[src/rtl/led_pattern_gen_pkg.sv]
// Shared mode encodings and direction constants for the LED pattern generator.
package led_pattern_gen_pkg;

  typedef enum logic [1:0] {
    MODE_COUNT   = 2'b00,
    MODE_CHASE   = 2'b01,
    MODE_BLINK   = 2'b10,
    MODE_BREATHE = 2'b11
  } mode_e;

  localparam logic DIR_UP   = 1'b0;
  localparam logic DIR_DOWN = 1'b1;

endpackage

[src/rtl/led_prescaler.sv]
// Step prescaler: counts 0..PRESCALE-1 while enabled and emits a registered
// one-cycle tick after each wrap. A clear restarts the count without a tick.
module led_prescaler #(
  parameter int unsigned PRESCALE = 1000000
) (
  input  logic clk,
  input  logic rst_n,
  input  logic en_i,
  input  logic clr_i,
  output logic wrap_c,
  output logic tick_o
);

  localparam int unsigned CNT_W   = (PRESCALE > 1) ? $clog2(PRESCALE) : 1;
  localparam logic [CNT_W-1:0] CNT_MAX = CNT_W'(PRESCALE - 1);

  logic [CNT_W-1:0] cnt_q, cnt_d;
  logic             tick_q, tick_d;

  // Next count; a clear outranks the wrap so no step is issued that cycle.
  always_comb begin
    cnt_d  = cnt_q;
    tick_d = 1'b0;
    wrap_c = en_i && !clr_i && (cnt_q == CNT_MAX);
    if (en_i) begin
      if (clr_i || wrap_c) cnt_d = '0;
      else                 cnt_d = cnt_q + CNT_W'(1);
      tick_d = wrap_c;
    end
  end

  // Prescaler state registers.
  always_ff @(posedge clk or negedge rst_n) begin
    if (!rst_n) begin
      cnt_q  <= '0;
      tick_q <= 1'b0;
    end else begin
      cnt_q  <= cnt_d;
      tick_q <= tick_d;
    end
  end

  assign tick_o = tick_q;

endmodule

[src/rtl/led_pattern_gen.sv]
// LED pattern generator: COUNT / CHASE / BLINK / BREATHE patterns stepped by
// a prescaler, all state frozen while the PLL is unlocked.
module led_pattern_gen
  import led_pattern_gen_pkg::*;
#(
  parameter int unsigned N_LED    = 7,
  parameter int unsigned PRESCALE = 1000000,
  parameter int unsigned PWM_W    = 4
) (
  input  logic             clk,
  input  logic             RST,
  input  logic             locked,
  input  logic [1:0]       mode,
  output logic [N_LED-1:0] led,
  output logic             tick
);

  localparam int unsigned POS_W = $clog2(N_LED);
  localparam logic [POS_W-1:0] POS_MAX  = POS_W'(N_LED - 1);
  localparam logic [PWM_W-1:0] DUTY_MAX = '1;

  mode_e            mode_c, mode_q, mode_d;
  logic             mode_chg_c;
  logic             step_c;
  logic [N_LED-1:0] step_q, step_d;
  logic [POS_W-1:0] pos_q, pos_d;
  logic             dir_q, dir_d;
  logic [PWM_W-1:0] duty_q, duty_d;
  logic [PWM_W-1:0] pwm_cnt_q, pwm_cnt_d;
  logic [N_LED-1:0] led_q, led_d;

  assign mode_c     = mode_e'(mode);
  assign mode_chg_c = locked && (mode_c != mode_q);

  led_prescaler #(
    .PRESCALE (PRESCALE)
  ) u_prescaler (
    .clk    (clk),
    .rst_n  (RST),
    .en_i   (locked),
    .clr_i  (mode_chg_c),
    .wrap_c (step_c),
    .tick_o (tick)
  );

  // Pattern next-state: mode change loads the initial state, otherwise step on wrap.
  always_comb begin
    mode_d    = mode_q;
    step_d    = step_q;
    pos_d     = pos_q;
    dir_d     = dir_q;
    duty_d    = duty_q;
    pwm_cnt_d = pwm_cnt_q;
    led_d     = led_q;
    if (locked) begin
      mode_d    = mode_c;
      pwm_cnt_d = pwm_cnt_q + PWM_W'(1);
      if (mode_chg_c) begin
        case (mode_c)
          MODE_COUNT:   begin step_d = '0; led_d = '0; end
          MODE_CHASE:   begin pos_d = '0; dir_d = DIR_UP; led_d = N_LED'(1); end
          MODE_BLINK:   led_d = '0;
          MODE_BREATHE: begin duty_d = '0; dir_d = DIR_UP; led_d = '0; end
          default:      ;
        endcase
      end else begin
        case (mode_q)
          MODE_COUNT: begin
            if (step_c) begin
              step_d = step_q + N_LED'(1);
              led_d  = step_d;
            end
          end
          MODE_CHASE: begin
            if (step_c) begin
              if (dir_q == DIR_UP) begin
                if (pos_q == POS_MAX) begin
                  pos_d = pos_q - POS_W'(1);
                  dir_d = DIR_DOWN;
                end else begin
                  pos_d = pos_q + POS_W'(1);
                end
              end else begin
                if (pos_q == '0) begin
                  pos_d = pos_q + POS_W'(1);
                  dir_d = DIR_UP;
                end else begin
                  pos_d = pos_q - POS_W'(1);
                end
              end
              led_d = N_LED'(1) << pos_d;
            end
          end
          MODE_BLINK: begin
            if (step_c) led_d = ~led_q;
          end
          MODE_BREATHE: begin
            if (step_c) begin
              if (dir_q == DIR_UP) begin
                if (duty_q == DUTY_MAX) begin
                  duty_d = duty_q - PWM_W'(1);
                  dir_d  = DIR_DOWN;
                end else begin
                  duty_d = duty_q + PWM_W'(1);
                end
              end else begin
                if (duty_q == '0) begin
                  duty_d = duty_q + PWM_W'(1);
                  dir_d  = DIR_UP;
                end else begin
                  duty_d = duty_q - PWM_W'(1);
                end
              end
            end
            led_d = {N_LED{pwm_cnt_q < duty_d}};
          end
          default: ;
        endcase
      end
    end
  end

  // Pattern state registers.
  always_ff @(posedge clk or negedge RST) begin
    if (!RST) begin
      mode_q    <= MODE_COUNT;
      step_q    <= '0;
      pos_q     <= '0;
      dir_q     <= DIR_UP;
      duty_q    <= '0;
      pwm_cnt_q <= '0;
      led_q     <= '0;
    end else begin
      mode_q    <= mode_d;
      step_q    <= step_d;
      pos_q     <= pos_d;
      dir_q     <= dir_d;
      duty_q    <= duty_d;
      pwm_cnt_q <= pwm_cnt_d;
      led_q     <= led_d;
    end
  end

  assign led = led_q;

endmodule

[config.mk]
export PLATFORM = sky130hd
export DESIGN_NAME = led_pattern_gen
export DESIGN_NICKNAME = d
export VERILOG_FILES = /design/src/rtl/led_pattern_gen_pkg.sv /design/src/rtl/led_prescaler.sv /design/src/rtl/led_pattern_gen.sv
export SDC_FILE = /design/constraint.sdc
export NUM_CORES = 1
export LEC_CHECK = 0
export CELL_PAD_IN_SITES_DETAIL_PLACEMENT = 2
export CELL_PAD_IN_SITES_GLOBAL_PLACEMENT = 2
export CORE_UTILIZATION = 42
export DETAILED_ROUTE_END_ITERATION = 10
export HOLD_SLACK_MARGIN = 0.12
export PLACE_DENSITY = 0.88
export SETUP_SLACK_MARGIN = 0.02
export SLEW_MARGIN = 20
export SYNTH_ARGS = -nofsm -noshare
export SYNTH_HDL_FRONTEND = slang
export SYNTH_SLANG_ARGS = --single-unit
[constraint.sdc]
create_clock -name clk -period 6.1 [get_ports clk]
set_input_delay 1.22 -clock clk [delete_from_list [all_inputs] [get_ports clk]]
set_output_delay 1.22 -clock clk [all_outputs]
set_load 0.005 [all_outputs]
## After elaboration in Yosys (flattened, before gate mapping)

Index checks and enable logic that the tools add are counted.

| word-level totals | value |
|---|---|
| flip-flop bits (word level) | 49 |
| latch bits | 0 |
| bits in writable memories | 0 |
| bits in read-only memories | 0 |
| bits of input ports | 5 |
| output and inout bits | 8 |
| logic and storage cells | 101 |
| memories | 0 |

| operators by class | value |
|---|---|
| add/sub/neg operators | 7 |
| multiply operators | 0 |
| divide/modulo/power cells | 0 |
| $lt $le $gt $ge | 1 |
| eq/ne operators | 18 |
| shift operators | 1 |
| muxes and demuxes | 43 |
| bitwise gates (word level) | 1 |
| reductions and logical operators | 21 |

Operators by type and width:

| kind | count |
|---|---|
| $mux W7 | 7 |
| $mux W4 | 10 |
| $mux W3 | 11 |
| $pmux W7 S4 | 1 |
| $add A20 B1 Y20 const B | 1 |
| $eq A20 B20 Y1 const B | 1 |
| $mux W20 | 1 |
| $pmux W7 S2 | 1 |
| $ne A3 B2 Y1 const B | 4 |
| $reduce_and A4 Y1 | 3 |
| $mux W1 | 11 |
| $add A4 B1 Y4 const B | 2 |
| $eq A2 B2 Y1 const B | 4 |
| $ne A2 B2 Y1 const B | 4 |
| $reduce_bool A2 Y1 | 4 |
| $add A7 B1 Y7 const B | 1 |
| $not A7 Y7 | 1 |
| $shl A1 B3 Y7 const A | 1 |
| $reduce_and A5 Y1 | 1 |
| $eq A2 B1 Y1 const B | 2 |
| $eq A4 B4 Y1 const B | 1 |
| $logic_not A2 Y1 | 2 |
| $logic_not A4 Y1 | 1 |
| $lt A4 B4 Y1 | 1 |
| 14 further kinds | 16 |

## Depth between registers and ports, before layout

Gate-level depths: netlist of run 1.

| logic depth | value |
|---|---|
| depth in word-level cells | 13 |
| mapped depth | 14 |
| mapped depth without buffers | 14 |

## Hierarchy

Synthesis of run 1 repeated with hierarchy kept, for this count alone.

| second synthesis, totals | value |
|---|---|
| cells, all modules | 354 |
| area, all modules | 3281.9 µm² |

Modules (own cells, without submodules):

| module | instances | cells an instance | area each (µm²) | sequential area each (µm²) |
|---|---|---|---|---|
| led_pattern_gen | 1 | 227 | 2043.2 | 700.7 |
| led_prescaler | 1 | 127 | 1238.7 | 525.5 |

## Worst setup path before layout of run 1

OpenSTA, ideal clock, no wires.

| path | value |
|---|---|
| path type | input to register |
| start | in mode[1] |
| end | reg led_q[2], in the netlist led[2] |
| setup time | 0.126 ns |
| arrival time | 3.837 ns |
| required time | 5.974 ns |
| path slack | 2.137 ns |
| stages | 13 |
| path buffers | 1 |
| cell sequence | xor2_1 -> or4_4 -> or2_4 -> buf_2 -> mux2i_1 -> or2_2 -> ha_1 -> nand2_1 -> and4_1 -> o21ai_0 -> nand3_1 -> and2_1 -> a311o_1 |

| on the way | value |
|---|---|
| cells in the longest elaborated chain, start to end | 12 |
| elaborated cells on any way between the ends | 16 |
| those cells by class | order compare: 1; eq/ne: 4; mux: 6; reduce/logical: 5 |

RTL lines:

| element | line | text |
|---|---|---|
| from (decl) | led_pattern_gen.sv:13 | `input logic [1:0] mode,` |
| $ne A2 B2 Y1 * | led_pattern_gen.sv:33 | `assign mode_chg_c = locked && (mode_c != mode_q);` |
| $logic_and A1 B1 Y1 * | led_pattern_gen.sv:33 |  |
| $logic_not A1 Y1 | led_prescaler.sv:24 | `wrap_c = en_i && !clr_i && (cnt_q == CNT_MAX);` |
| $logic_and A1 B1 Y1 (2 in a row) | led_prescaler.sv:24 |  |
| $mux W4 | led_pattern_gen.sv:98 | `if (step_c) begin` |
| $mux W4 | led_pattern_gen.sv:67 | `case (mode_q)` |
| $mux W4 | led_pattern_gen.sv:58 | `if (mode_chg_c) begin` |
| $mux W4 | led_pattern_gen.sv:55 | `if (locked) begin` |
| $lt A4 B4 Y1 | led_pattern_gen.sv:115 | `led_d = {N_LED{pwm_cnt_q < duty_d}};` |
| $pmux W7 S4 | led_pattern_gen.sv:67 |  |
| $mux W7 | led_pattern_gen.sv:58 |  |
| to (signal assigned) | led_pattern_gen.sv:140 | `led_q <= led_d;` |
| to (decl) | led_pattern_gen.sv:30 | `logic [N_LED-1:0] led_q, led_d;` |

Mark *: on every way between the ends. The rest lies on a longest branch, timed or not. The select of a mux whose other input is x is not followed.
A chain may end at the register's enable or synchronous reset.

## Worst setup path in the final report of run 1

| path | value |
|---|---|
| start | in locked |
| end | reg led_q[0], in the netlist led[0] |

| on the way | value |
|---|---|
| cells in the longest elaborated chain, start to end | 11 |
| elaborated cells on any way between the ends | 15 |
| those cells by class | order compare: 1; eq/ne: 3; mux: 6; reduce/logical: 5 |

RTL lines:

| element | line | text |
|---|---|---|
| from (decl) | led_pattern_gen.sv:12 | `input logic locked,` |
| $logic_and A1 B1 Y1 | led_pattern_gen.sv:33 |  |
| $logic_not A1 Y1 | led_prescaler.sv:24 |  |
| $logic_and A1 B1 Y1 (2 in a row) | led_prescaler.sv:24 |  |
| $mux W4 | led_pattern_gen.sv:98 |  |
| $mux W4 | led_pattern_gen.sv:67 |  |
| $mux W4 | led_pattern_gen.sv:58 |  |
| $mux W4 | led_pattern_gen.sv:55 |  |
| $lt A4 B4 Y1 | led_pattern_gen.sv:115 |  |
| $pmux W7 S4 | led_pattern_gen.sv:67 |  |
| $mux W7 | led_pattern_gen.sv:58 |  |

Several ways; a longest one is shown, not always the timed one. The select of a mux whose other input is x is not followed.

==> summary.md, run 1 <==
| Metric | Value |
|---|---|
| Result of the run | complete, no violations |
| Post-synthesis register bit count | just under 50 |
| Number of detailed-routing iterations run before antenna repair | 5 |
| TritonCTS buffer count | 5 |
| Final RePlAce weighted congestion | 0.7695 |
| Wire length of the first global-routing pass | 14120 um |
| Routed wire length per instance | 19.86 um |
| Root buffer cell | sky130_fd_sc_hd__clkbuf_8 |
| Area growth from synthesis to final layout | 9.661% |
| Inst Count DP | 416 |
| Die Ht | 85.85 um |
| Yosys Warn Count | 0 |
| Number of nets in the finished design | approximately 350 |
| Worst Setup Path Type | input port to flip-flop |
| DR vias/cell | 5.839 |
| Total global routing track utilization | 0.2501 |
| Leakage power | 1.387 nW |
| Post-CTS Setup Bufs | 0 |
| Setup repair after global routing missed its margin | no |
| Via count of the first global-routing pass | 2669 |
| Worst Clk Skew | 0.006853 ns |
| Power per Cell Area | 258.2 nW/um^2 |
| Row count | 30 |
| Maximum buffer depth of the clock tree | 2 |
| Crit-path leading delay family | simple AND/OR/NAND/NOR gates |
| Critical Path RT | 6.25 ns |
| Total congestion overflow after global routing | 0 |
| Endpoints failing hold | 0 |
| Die area | approximately 7400 um^2 |
| Share of the yosys chip area belonging to registers | 0.4153 |
| Cells traversed along the worst timing path | clkdlybuf4s50_1 -> buf_4 -> nand4_1 -> or4_4 -> or2_4 -> nor3_1 -> o21ba_2 -> or2_2 -> ha_1 -> and3b_1 -> and4_1 -> o21ai_0 -> nand3_1 -> a2111oi_0 -> a221oi_1 |
| Crit path buffers/inverters | 2 |
| Post-route DRC | 0 |
| Biggest fanout along the worst timing path | 22 |
| Initial Utilization | 0.4346 |
| Maxcap violations | 0 |
| Final total negative setup slack | 0 ns |
| Detail Placement HPWL | between 5000 and 6000 um |
| Number of buffers inserted by port buffering | 12 |
| Worst min path class | flip-flop to flip-flop |
| Min Clock Period, post-route | roughly 4.8 ns |
| Antenna violation net count after detailed routing | 0 |
| Most common cell after layout, fill and taps aside | sky130_fd_sc_hd__dfrtp_1 |
| Commonest non-fill, non-tap cells in the layout | 49 x sky130_fd_sc_hd__dfrtp_1, 36 x sky130_fd_sc_hd__nor2_1, 21 x sky130_fd_sc_hd__nand2_1 |
| Aggregate routed wire length | 8402 um |
| Antenna violations before repair | 0 |
| Arrival time worst endpoint | 4.97 ns |
| Upper clock frequency limit | 207.3 MHz |
| I/O pin count | 13 |
| Number of instances in the synthesized netlist | approximately 320 |
| Number of max-slew violations in the final report | 0 |
| Startpoint Class | input port |
| Number of DRC violations after detailed-routing iteration 0 | 110 |
| # setup viols final | 0 |
| Clock-pin slew reported for the worst setup and hold paths after clock tree synthesis | 0.09 ns |
| Number of synthesized flops with an enable pin | 0 |
| Number of inserted diodes | 0 |
| Post-synthesis average cell area | 9.257 um^2 |
| Clk sink count | 49 |
| Worst slew margin | 0.4794 |
| Clk Latency, worst-skew pair | 0.30 ns |
| Predominant post-synthesis flop cell | sky130_fd_sc_hd__dfrtp_1 |
| Crit path capture type | flip-flop |
| Delay of the slowest cell on the worst path | 0.56 ns |
| Fraction of registers with async set/reset | 1.000 |
| Placeable core area | just under 7000 um^2 |
| Total nets after synthesis | roughly 340 |
| Max IR drop VDD | between 0.1 and 0.15 mV |
| H-tree depth reported by CTS | 2 |
| Transition time at the pin with the least slew margin | 0.7737 ns |
| Period utilization | 0.7907 |
| Post-synth cell types | 51 |
| Count of vias placed by the detailed router | 2470 |
| CTS tree | yes |
| Slowest CP cell | sky130_fd_sc_hd__or4_4 |
| Die extent in x | 85.85 um |
| Largest net degree at the start of global routing | 50 |
| # resized after CTS | 0 |
| Mapped cell area | 2953 um^2 |
| Final cell count without fillers | between 400 and 500 |
| Hold-fix buffers at CTS | 0 |
| Share of final-layout standard cells stronger than drive strength 1 | 0.07339 |
-- worst reg2reg max path, delay by kind of cell, from the launching register on --
| kind | cells | cell delay (ns) |
|---|---|---|
| adders and majority gates | 1 | 0.13 |
| xor gates and xnor gates | 1 | 0.23 |
| and+or+nand+nor | 7 | 1.82 |
| DFF | 1 | 0.83 |
| AOI/OAI and AO/OA | 4 | 0.89 |
-- cells in the mapped netlist (all sizes together) (4+ instances only) --
master / number / area (um^2)
nor4: 6 / 37.54
nor2: 36 / 135.1
o31ai: 4 / 30.03
a21oi: 11 / 55.05
a21o: 4 / 30.03
xor2: 19 / 166.4
ha: 13 / 162.7
nand3: 18 / 90.09
clkbuf: 10 / 37.54
and2: 6 / 37.54
nor3: 6 / 30.03
inv: 8 / 30.03
dfrtp: 49 / 1226
xnor2: 12 / 105.1
nand4: 8 / 50.05
o21ai: 21 / 105.1
nand2b: 7 / 51.30
mux2: 6 / 67.56
a31oi: 4 / 25.02
nand2: 22 / 85.09
and3: 5 / 31.28
-- metrics by stage --
stage | setup WS [ns] | total power, W | hold WS [ns] | instance area (um^2) | utilization
2_1_floorplan | 2.137 | 0.0005552 | 0.4524 | 2953 | -
3_3_place_gp | 1.375 | 0.0006156 | 0.4808 | 3148 | 0.4634
3_5_place_dp | 1.149 | 0.0006381 | 0.4935 | 3148 | 0.4634
4_1_cts | 1.333 | 0.0008413 | 0.5193 | 3238 | 0.4766
5_1_grt | 1.085 | 0.0008862 | 0.5304 | 3238 | 0.4766
6_report | 1.277 | 0.0008362 | 0.5155 | 3238 | 0.4766
-- path summary, 6_finish.rpt --
| kind | from | end | slack, ns | cells past startpoint |
|---|---|---|---|---|
| setup reg to reg | mode_q[1]$_DFFE_PN0P_ | led[0]$_DFFE_PN0P_ | 2.04 | 13 |
| max in group asynchronous | RST | pwm_cnt_q[0]$_DFFE_PN0P_ | 4.65 | 2 |
| hold / removal | pwm_cnt_q[3]$_DFFE_PN0P_ | pwm_cnt_q[3]$_DFFE_PN0P_ | 0.52 | 1 |
| setup / recovery | locked | led[0]$_DFFE_PN0P_ | 1.28 | 15 |
| min in group asynchronous | RST | pos_q[1]$_DFFE_PN0P_ | 1.01 | 2 |
| hold reg to reg | pwm_cnt_q[3]$_DFFE_PN0P_ | pwm_cnt_q[3]$_DFFE_PN0P_ | 0.52 | 1 |
-- power breakdown --
group,internal (W),switching [W]
clock network,0.0000899,0.000110
logic,0.0000947,0.000134
registers,0.000360,0.0000476
-- layer usage --
layer	global-route usage	vias up	wire (um)
met5	0	-	0
met4	0.07121	0	150
met3	0.03465	15	158
met2	0.4371	35	4209
met1	0.3239	1268	3884
li1	-	1152	-
-- state kept, by name (all words and copies together), names as in the netlist --
register / count
dir_q: 1
pwm_cnt_q: 4
step_q: 7
duty_q: 4
u_prescaler.cnt_q: 20
led: 7
pos_q: 3
mode_q: 2
u_prescaler.tick_o: 1
-- logic make-up after synthesis --
family	synth area share
and+or+nand+nor	0.2352
adders and majority gates	0.05509
AOI/OAI and AO/OA	0.1407
buffers and inverters	0.02882
xor gates and xnor gates	0.09195
DFF	0.4153
muxes	0.03305
-- layout make-up --
type,instances,area (um^2)
Clock buffer,6,82.58
Fill cell,736,3556
Tap cell,96,120.1
Clock inverter,1,7.507
Timing Repair Buffer,14,130.1
Inverter,8,30.03
Sequential cell,49,1226
Multi-Input combinational cell,249,1642
Power figures use the tool's default switching activity.
==> run 2: changes to the inputs <==
--- a/config.mk
+++ b/config.mk
@@ -7,10 +7,10 @@
 export LEC_CHECK = 0
 export CELL_PAD_IN_SITES_DETAIL_PLACEMENT = 2
 export CELL_PAD_IN_SITES_GLOBAL_PLACEMENT = 2
-export CORE_UTILIZATION = 42
+export CORE_UTILIZATION = 35
 export DETAILED_ROUTE_END_ITERATION = 10
 export HOLD_SLACK_MARGIN = 0.12
-export PLACE_DENSITY = 0.88
+export PLACE_DENSITY = 0.79
 export SETUP_SLACK_MARGIN = 0.02
 export SLEW_MARGIN = 20
 export SYNTH_ARGS = -nofsm -noshare
==> constraint.sdc (replaced) <==
create_clock -name clk -period 4.18 [get_ports clk]
set_input_delay 0.836 -clock clk [delete_from_list [all_inputs] [get_ports clk]]
set_output_delay 0.836 -clock clk [all_outputs]
set_load 0.005 [all_outputs]
==> summary.md, run 2 (synthesized netlist as in run 1, its figures left out) <==
| Metric | Value |
|---|---|
| # resized after CTS | 0 |
| Endpoints failing hold | 0 |
| Upper clock frequency limit | 250.2 MHz |
| Root buffer cell | sky130_fd_sc_hd__clkbuf_8 |
| Min Clock Period, post-route | between 3 and 4 ns |
| Number of inserted diodes | 0 |
| Net switching fraction of the power | 0.3253 |
| DR vias/cell | roughly 5.6 |
| Biggest fanout along the worst timing path | 7 |
| Antenna violations before repair | 0 |
| Hold-fix buffers at CTS | 0 |
| Final RePlAce weighted congestion | between 0.7 and 0.8 |
| I/O pin count | 13 |
| Share of final-layout standard cells stronger than drive strength 1 | 0.09524 |
| Most common cell after layout, fill and taps aside | sky130_fd_sc_hd__dfrtp_1 |
| Initial Utilization | 0.3612 |
| Combinational Power Share | 0.263 |
| Total net switching power | roughly 0.00042 W |
| Via count of the first global-routing pass | 2665 |
| Arrival time worst endpoint | between 4 and 5 ns |
| Commonest non-fill, non-tap cells in the layout | 49 x sky130_fd_sc_hd__dfrtp_1, 36 x sky130_fd_sc_hd__nor2_1, 21 x sky130_fd_sc_hd__nand2_1 |
| Count of vias placed by the detailed router | 2469 |
| Setup repair after global routing missed its margin | no |
| Clk sink count | just under 50 |
| Number of max-slew violations in the final report | 0 |
| Die extent in x | around 94 um |
| Result of the run | complete, no violations |
| Clock-pin slew reported for the worst setup and hold paths after clock tree synthesis | 0.10 ns |
| Placeable core area | 8175 um^2 |
| Largest net degree at the start of global routing | 33 |
| Worst path setup slack after routing | 0.1835 ns |
| Clk Latency, worst-skew pair | 0.31 ns |
| Final total negative setup slack | 0 ns |
| # setup viols final | 0 |
| Aggregate routed wire length | approximately 8000 um |
| Number of buffers inserted by port buffering | 12 |
| Startpoint Class | input port |
| Post-CTS Setup Bufs | 0 |
| Maximum buffer depth of the clock tree | 2 |
| Power share of the sequential group | 0.457 |
| Worst min path class | flip-flop to flip-flop |
| Max IR drop VDD | 0.1827 mV |
| Detail Placement HPWL | roughly 5900 um |
| Antenna violation net count after detailed routing | 0 |
| Minimum setup slack among reg-to-reg paths | 0.61 ns |
| Total global routing track utilization | 0.2000 |
| Number of nets in the finished design | roughly 350 |
| Delay of the slowest cell on the worst path | 0.57 ns |
| Cell Int Power | 0.0008643 W |
| Total congestion overflow after global routing | 0 |
| Worst Clk Skew | 0.01114 ns |
| Register with the highest flop count | u_prescaler.cnt_q |
| Die area | 8808 um^2 |
| Max FFs per register | 20 |
| CTS tree | yes |
| Worst Setup Path Type | input port to flip-flop |
| Row count | 33 |
| Power per Cell Area | a little under 400 nW/um^2 |
| Part of the power in the clock network | 0.280 |
| Post-placement worst setup slack | -0.1279 ns |
| Crit path capture type | flip-flop |
| Transition time at the pin with the least slew margin | 0.8189 ns |
| Critical Path RT | approximately 4.4 ns |
| Worst slew margin | 0.4540 |
| TritonCTS buffer count | 5 |
| Number of DRC violations after detailed-routing iteration 0 | 42 |
| Number of detailed-routing iterations run before antenna repair | 4 |
| Area growth from synthesis to final layout | 12.97% |
| Routed wire length per instance | roughly 18 um |
| Maxcap violations | 0 |
| Slowest CP cell | sky130_fd_sc_hd__or4_4 |
| Die Ht | 93.85 um |
| Period utilization | 0.9561 |
| Leakage power | about 1.4 nW |
| Cells traversed along the worst timing path | clkdlybuf4s50_1 -> nand4_1 -> or4_4 -> or2_4 -> mux2i_1 -> or2_2 -> ha_1 -> nand2_1 -> and4_1 -> o21ai_0 -> nand3_1 -> and2_1 -> a311o_1 |
| Post-route DRC | 0 |
| Wire length of the first global-routing pass | 13600 um |
| H-tree depth reported by CTS | 2 |
run 2: layout make-up:
type,count,area (um^2)
fillers,929,4840
multi-input cells,249,1642
flip-flops and latches,49,1226
repair buffers,22,190.2
well taps,105,131.4
clock buffers,7,86.33
clock inverters,1,30.03
inverters,8,30.03
run 2: power by group through the flow:
stage                     Combinational (W)  Clock, W  Sequential [W]
final                              0.000337  0.000358        0.000586
after global routing               0.000380  0.000389        0.000596
after CTS                          0.000342  0.000377        0.000586
after detailed placement           0.000341         0        0.000595
after global placement             0.000319         0        0.000589
after floorplan                    0.000234         0        0.000577
run 2: worst paths after layout:
check | to | depth (start not counted) | start
max in group asynchronous | u_prescaler.cnt_q[13]$_DFFE_PN0P_ | 2 | RST
setup reg to reg | led[2]$_DFFE_PN0P_ | 13 | u_prescaler.cnt_q[0]$_DFFE_PN0P_
setup / recovery | led[2]$_DFFE_PN0P_ | 13 | locked
min in group asynchronous | pos_q[1]$_DFFE_PN0P_ | 1 | RST
hold / removal | step_q[6]$_DFFE_PN0P_ | 1 | step_q[6]$_DFFE_PN0P_
hold reg to reg | step_q[6]$_DFFE_PN0P_ | 1 | step_q[6]$_DFFE_PN0P_
run 2: metal layers:
layer  wire [um]  vias to the layer above  track usage
met1        3779                     1260       0.2603
met3         127                        8      0.02913
met2        3949                       19       0.3431
met5           0                        -            0
met4          95                        0      0.05641
li1            -                     1182            -
run 2: critical path, delay by kind of cell:
family,cells,cell delay [ns]
AND/OR/NAND/NOR,8,1.99
adder cells (fa/ha/maj),1,0.31
buffers and inverters,1,0.49
multiplexers,1,0.15
AO/OA/AOI/OAI,2,0.40
run 2: through the flow:
stage	std cells	utilization	cell area, um^2	power (W)	hold slack, ns
2_1_floorplan	319	-	2953	0.0008102	0.4524
3_3_place_gp	433	0.3938	3219	0.0009078	0.4799
3_5_place_dp	433	0.3938	3219	0.0009360	0.4985
4_1_cts	441	0.4080	3336	0.001305	0.5174
5_1_grt	441	0.4080	3336	0.001365	0.5500
6_report	441	0.4080	3336	0.001281	0.5152
==> RTL edit 1 (config.mk and constraints of run 2) <==
Compare `cnt_q` against `CNT_MAX` with >= in place of ==.
--- a/src/rtl/led_prescaler.sv
+++ b/src/rtl/led_prescaler.sv
@@ -22,5 +22,5 @@
     cnt_d  = cnt_q;
     tick_d = 1'b0;
-    wrap_c = en_i && !clr_i && (cnt_q == CNT_MAX);
+    wrap_c = en_i && !clr_i && (cnt_q >= CNT_MAX);
     if (en_i) begin
       if (clr_i || wrap_c) cnt_d = '0;
Behaviour: no difference found for any inputs over 10 cycles, from zero or initial values and one cycle with RST low; that may be too few to reach the edited logic, so the function may still have changed.
==> RTL edit 1 against run 2 <==
Fmax grew 0.65%; synthesized cell count grew 8.8%; synthesized area grew 7.3%; critical path depth shrank 1; total power shrank 5.9%; routed wire length grew 21%; sequential cell count is the same; clock skew shrank 0.0067 ns; setup slack gained 0.026 ns; via count grew 13%; sequential power shrank 3.6%; cell area grew 6.8%; combinational power shrank 19%; register-to-register slack lost 0.03 ns; critical endpoint is now led[5]$_DFFE_PN0P_.
==> RTL edit 1: results (changes against run 2) <==
[synth]
synth_adder_area_share=0.0474  ; was 0.0551
syn-num-nets=364  ; was 337
yosys-mux-area-fraction=0.0423  ; was 0.0331
synth_area_mm2=0.00317  ; was 0.00295 mm2
synth_common_cells=dfrtp_1 (49), nor2_1 (32), a21oi_1 (23)  ; was dfrtp_1 (49), nor2_1 (36), nand2_1 (21)
synthTopCellsByArea=dfrtp_1 (39%), ha_1 (4.7%), xnor2_1 (3.9%)  ; was dfrtp_1 (42%), xor2_1 (5.6%), ha_1 (5.5%)
yosysWarnings=0  ; unchanged
ys_seq_area_frac=0.387  ; was 0.415
synth_compound_area_frac=0.199  ; was 0.141
synthXorXnorAreaFrac=0.0711  ; was 0.0919
ys.flop_type=dfrtp_1  ; unchanged
yosysUniqueCellTypes=57  ; was 51

[power]
ir_drop_v=0.000150  ; was 0.000183 V
powerClk_uw=369  ; was 358 uW
p_leak_nw=1.52  ; was 1.44 nW
p_seq_uw=565  ; was 586 uW
clockPowerShare=0.306  ; was 0.280
switching_share=0.312  ; was 0.325

[route]
met2_length_um=4930  ; was 3950 um
wl_met1_um=4320  ; was 3780 um
drt_iter0_drc=69  ; was 42
wl_per_cell_um=20.4  ; was 18.0 um
dr.pass1.iters=4  ; unchanged
wl_met3_um=173  ; was 127 um
vias=2784  ; was 2469
highest_layer=met4  ; unchanged

[setup_path]
cpPeakStageDelay_ns=0.47  ; was 0.57 ns
critPathArrivalTime_ns=4.19  ; was 4.20 ns
crit_slowest_cell=clkdlybuf4s50_1  ; was or4_4
critPathTopFamily=compound AO/OA/AOI/OAI gates  ; was simple AND/OR/NAND/NOR gates

[clocking]
clk_pin_slew_ns=0.10  ; about the same
cts_buffer_depth=2  ; unchanged
ctsResizeCount=1  ; was 0
numCtsBuffers=5  ; unchanged
post_cts_buffers=0  ; unchanged

[grt]
grt_max_degree=50  ; was 33
grt.met3_usage=0.0223  ; was 0.0291
grt_pass1_vias=3024  ; was 2665
grt_pass1_wl_um=16100  ; was 13600 um
gr-usage-met1=0.276  ; was 0.260
use_met2=0.371  ; was 0.343
grt.total_usage=0.212  ; was 0.200
grt_antenna_before_repair=0  ; unchanged

[timing]
slew_headroom=0.527  ; was 0.454
fin_skew_ns=0.00441  ; was 0.0111 ns

[finish]
largest_register_ffs=20  ; unchanged
insertedDiodeCount=0  ; unchanged
final_layout_size_suffix_gt1_frac=0.105  ; was 0.0952
nets=379  ; was 353

[place]
routabilityCongestion=0.855  ; was 0.745
port_buffers=12  ; unchanged
hpwl_um=7010  ; was 5860 um

[min_path]
hold_path.class=flop to flop  ; unchanged

[status]
status=complete, no violations  ; unchanged

[RTL edit 1: final timing paths]
| kind | from | endpoint | slack [ns] | cells past startpoint |
|---|---|---|---|---|
| min in group asynchronous | RST | led[5]$_DFFE_PN0P_ | 0.63 | 2 |
| hold reg to reg | u_prescaler.cnt_q[0]$_DFFE_PN0P_ | u_prescaler.cnt_q[0]$_DFFE_PN0P_ | 0.52 | 1 |
| hold / removal | u_prescaler.cnt_q[0]$_DFFE_PN0P_ | u_prescaler.cnt_q[0]$_DFFE_PN0P_ | 0.52 | 1 |
| setup reg to reg | u_prescaler.cnt_q[0]$_DFFE_PN0P_ | led[5]$_DFFE_PN0P_ | 0.58 | 11 |
| max in group asynchronous | RST | pwm_cnt_q[0]$_DFFE_PN0P_ | 3.10 | 2 |
| setup / recovery | mode[1] | led[5]$_DFFE_PN0P_ | 0.21 | 12 |
[RTL edit 1: area by class of cell]
class | count | area (um2)
flip-flops and latches | 49 | 1230
multi-input cells | 271 | 1840
inverters | 12 | 45.0
clock inverters | 2 | 37.5
clock buffers | 6 | 82.6
repair buffers | 23 | 198
well taps | 108 | 135
fillers | 978 | 5200
[RTL edit 1: stage by stage]
stage / setup WS (ns) / cell area [um2] / util / cells / TNS (ns)
2_1_floorplan: 0.501 / 3170 / - / 347 / 0
3_3_place_gp: 0.110 / 3420 / 0.390 / 463 / 0
3_5_place_dp: -0.261 / 3420 / 0.390 / 463 / -1.17
4_1_cts: 0.0315 / 3540 / 0.404 / 471 / 0
5_1_grt: 0.0723 / 3560 / 0.406 / 471 / 0
6_report: 0.209 / 3560 / 0.406 / 471 / 0
[RTL edit 1: cell families after synthesis]
group           after synthesis
simple gates                129
mux                          13
compound gates               93
xor+xnor                     24
fa+ha+maj                    12
buf+inv                      27
flops                        49
==> RTL edit 2 (config.mk and constraints of run 2) <==
Made on the original files. `PRESCALE` is set to 1000000 in 2 places; all go to 2000000.
--- a/src/rtl/led_prescaler.sv
+++ b/src/rtl/led_prescaler.sv
@@ -2,5 +2,5 @@
 // one-cycle tick after each wrap. A clear restarts the count without a tick.
 module led_prescaler #(
-  parameter int unsigned PRESCALE = 1000000
+  parameter int unsigned PRESCALE = 2000000
 ) (
   input  logic clk,
--- a/src/rtl/led_pattern_gen.sv
+++ b/src/rtl/led_pattern_gen.sv
@@ -5,5 +5,5 @@
 #(
   parameter int unsigned N_LED    = 7,
-  parameter int unsigned PRESCALE = 1000000,
+  parameter int unsigned PRESCALE = 2000000,
   parameter int unsigned PWM_W    = 4
 ) (
Function: same outputs for any inputs over 10 cycles, from zero or initial values and one cycle with RST low; that may be too few to reach the edited logic, so the function may still have changed.
==> RTL edit 2 against run 2 <==
Critical path depth up 1; largest power group unchanged; critical endpoint is now led[4]$_DFFE_PN0P_; cell area grew 2.4%; total power is 9.9% higher; setup slack improved by 0.056 ns; highest routed layer unchanged; hold slack worse by 0.017 ns; critical path type unchanged; sequential cell count increased by 1; routed wire length is 6.0% higher; synthesized area grew 2.4%.
==> RTL edit 2: results (changes against run 2) <==
[timing]
tightest_slew_ns=0.798  ; was 0.819 ns
layout_setup_ws_ns=0.239  ; was 0.183 ns

[place]
routabilityCongestion=0.755  ; was 0.745
hpwl_um=6340  ; was 5860 um
placed_area_mm2=0.00330  ; was 0.00322 mm2
dp_slack_ns=-0.111  ; was -0.128 ns

[grt]
gr-usage-met1=0.271  ; was 0.260
use_met2=0.366  ; was 0.343
grt_pass1_wl_um=14400  ; was 13600 um
grt.total_usage=0.210  ; was 0.200

[power]
clockPowerShare=0.240  ; was 0.280
comb_power_uw=432  ; was 337 uW

[route]
wl_met3_um=174  ; was 127 um
viasPerCell=5.56  ; was 5.60

[synth]
syn-num-nets=347  ; was 337
synth_common_cells=dfrtp_1 (50), nor2_1 (41), nand2_1 (26)  ; was dfrtp_1 (49), nor2_1 (36), nand2_1 (21)
synth_compound_area_frac=0.162  ; was 0.141
yosysUniqueCellTypes=56  ; was 51
ys_seq_area_frac=0.414  ; was 0.415
synth_adder_area_share=0.0538  ; was 0.0551
synthTopCellsByArea=dfrtp_1 (41%), ha_1 (5.4%), xor2_1 (5.2%)  ; was dfrtp_1 (42%), xor2_1 (5.6%), ha_1 (5.5%)
synthXorXnorAreaFrac=0.0869  ; was 0.0919

[setup_path]
rr_startpoint=u_prescaler.cnt_q[13]$_DFFE_PN0P_  ; was u_prescaler.cnt_q[0]$_DFFE_PN0P_
critPathArrivalTime_ns=4.19  ; was 4.20 ns
crit_fanout=5  ; was 7

[finish]
largest_register_ffs=21  ; was 20
final_layout_size_suffix_gt1_frac=0.0912  ; was 0.0952

[min_path]
hp-start=pwm_cnt_q[3]$_DFFE_PN0P_  ; was step_q[6]$_DFFE_PN0P_

[status]
status=complete, no violations  ; unchanged

## RTL edit 2: cell count changes in the layout (fill, tap and decap cells not counted), sizes merged, moves of 3 or more
cell	run 2	this run
a2111oi	3	0
a21oi	11	20
a311o	3	0
inv	8	14
nand2	22	26
nand2b	7	3
nor2	36	41
nor4	6	1
o31ai	4	7
## RTL edit 2: worst reg2reg max path, delay by kind of cell, from the launching register on
kind / cells / cell delay (ns)
adder cells (fa/ha/maj): 1 / 0.18
AO/OA/AOI/OAI: 2 / 0.40
AND/OR/NAND/NOR: 9 / 2.26
flip-flops: 1 / 0.43
buffers and inverters: 1 / 0.07
## RTL edit 2: cell type report
class                      count  share of cell area
inverter                      15              0.0202
clock inverter                 1             0.00879
multi-input combinational    255               0.486
sequential                    50               0.366
timing repair buffer          23              0.0579
clock buffer                   7              0.0224
tap                          105              0.0385
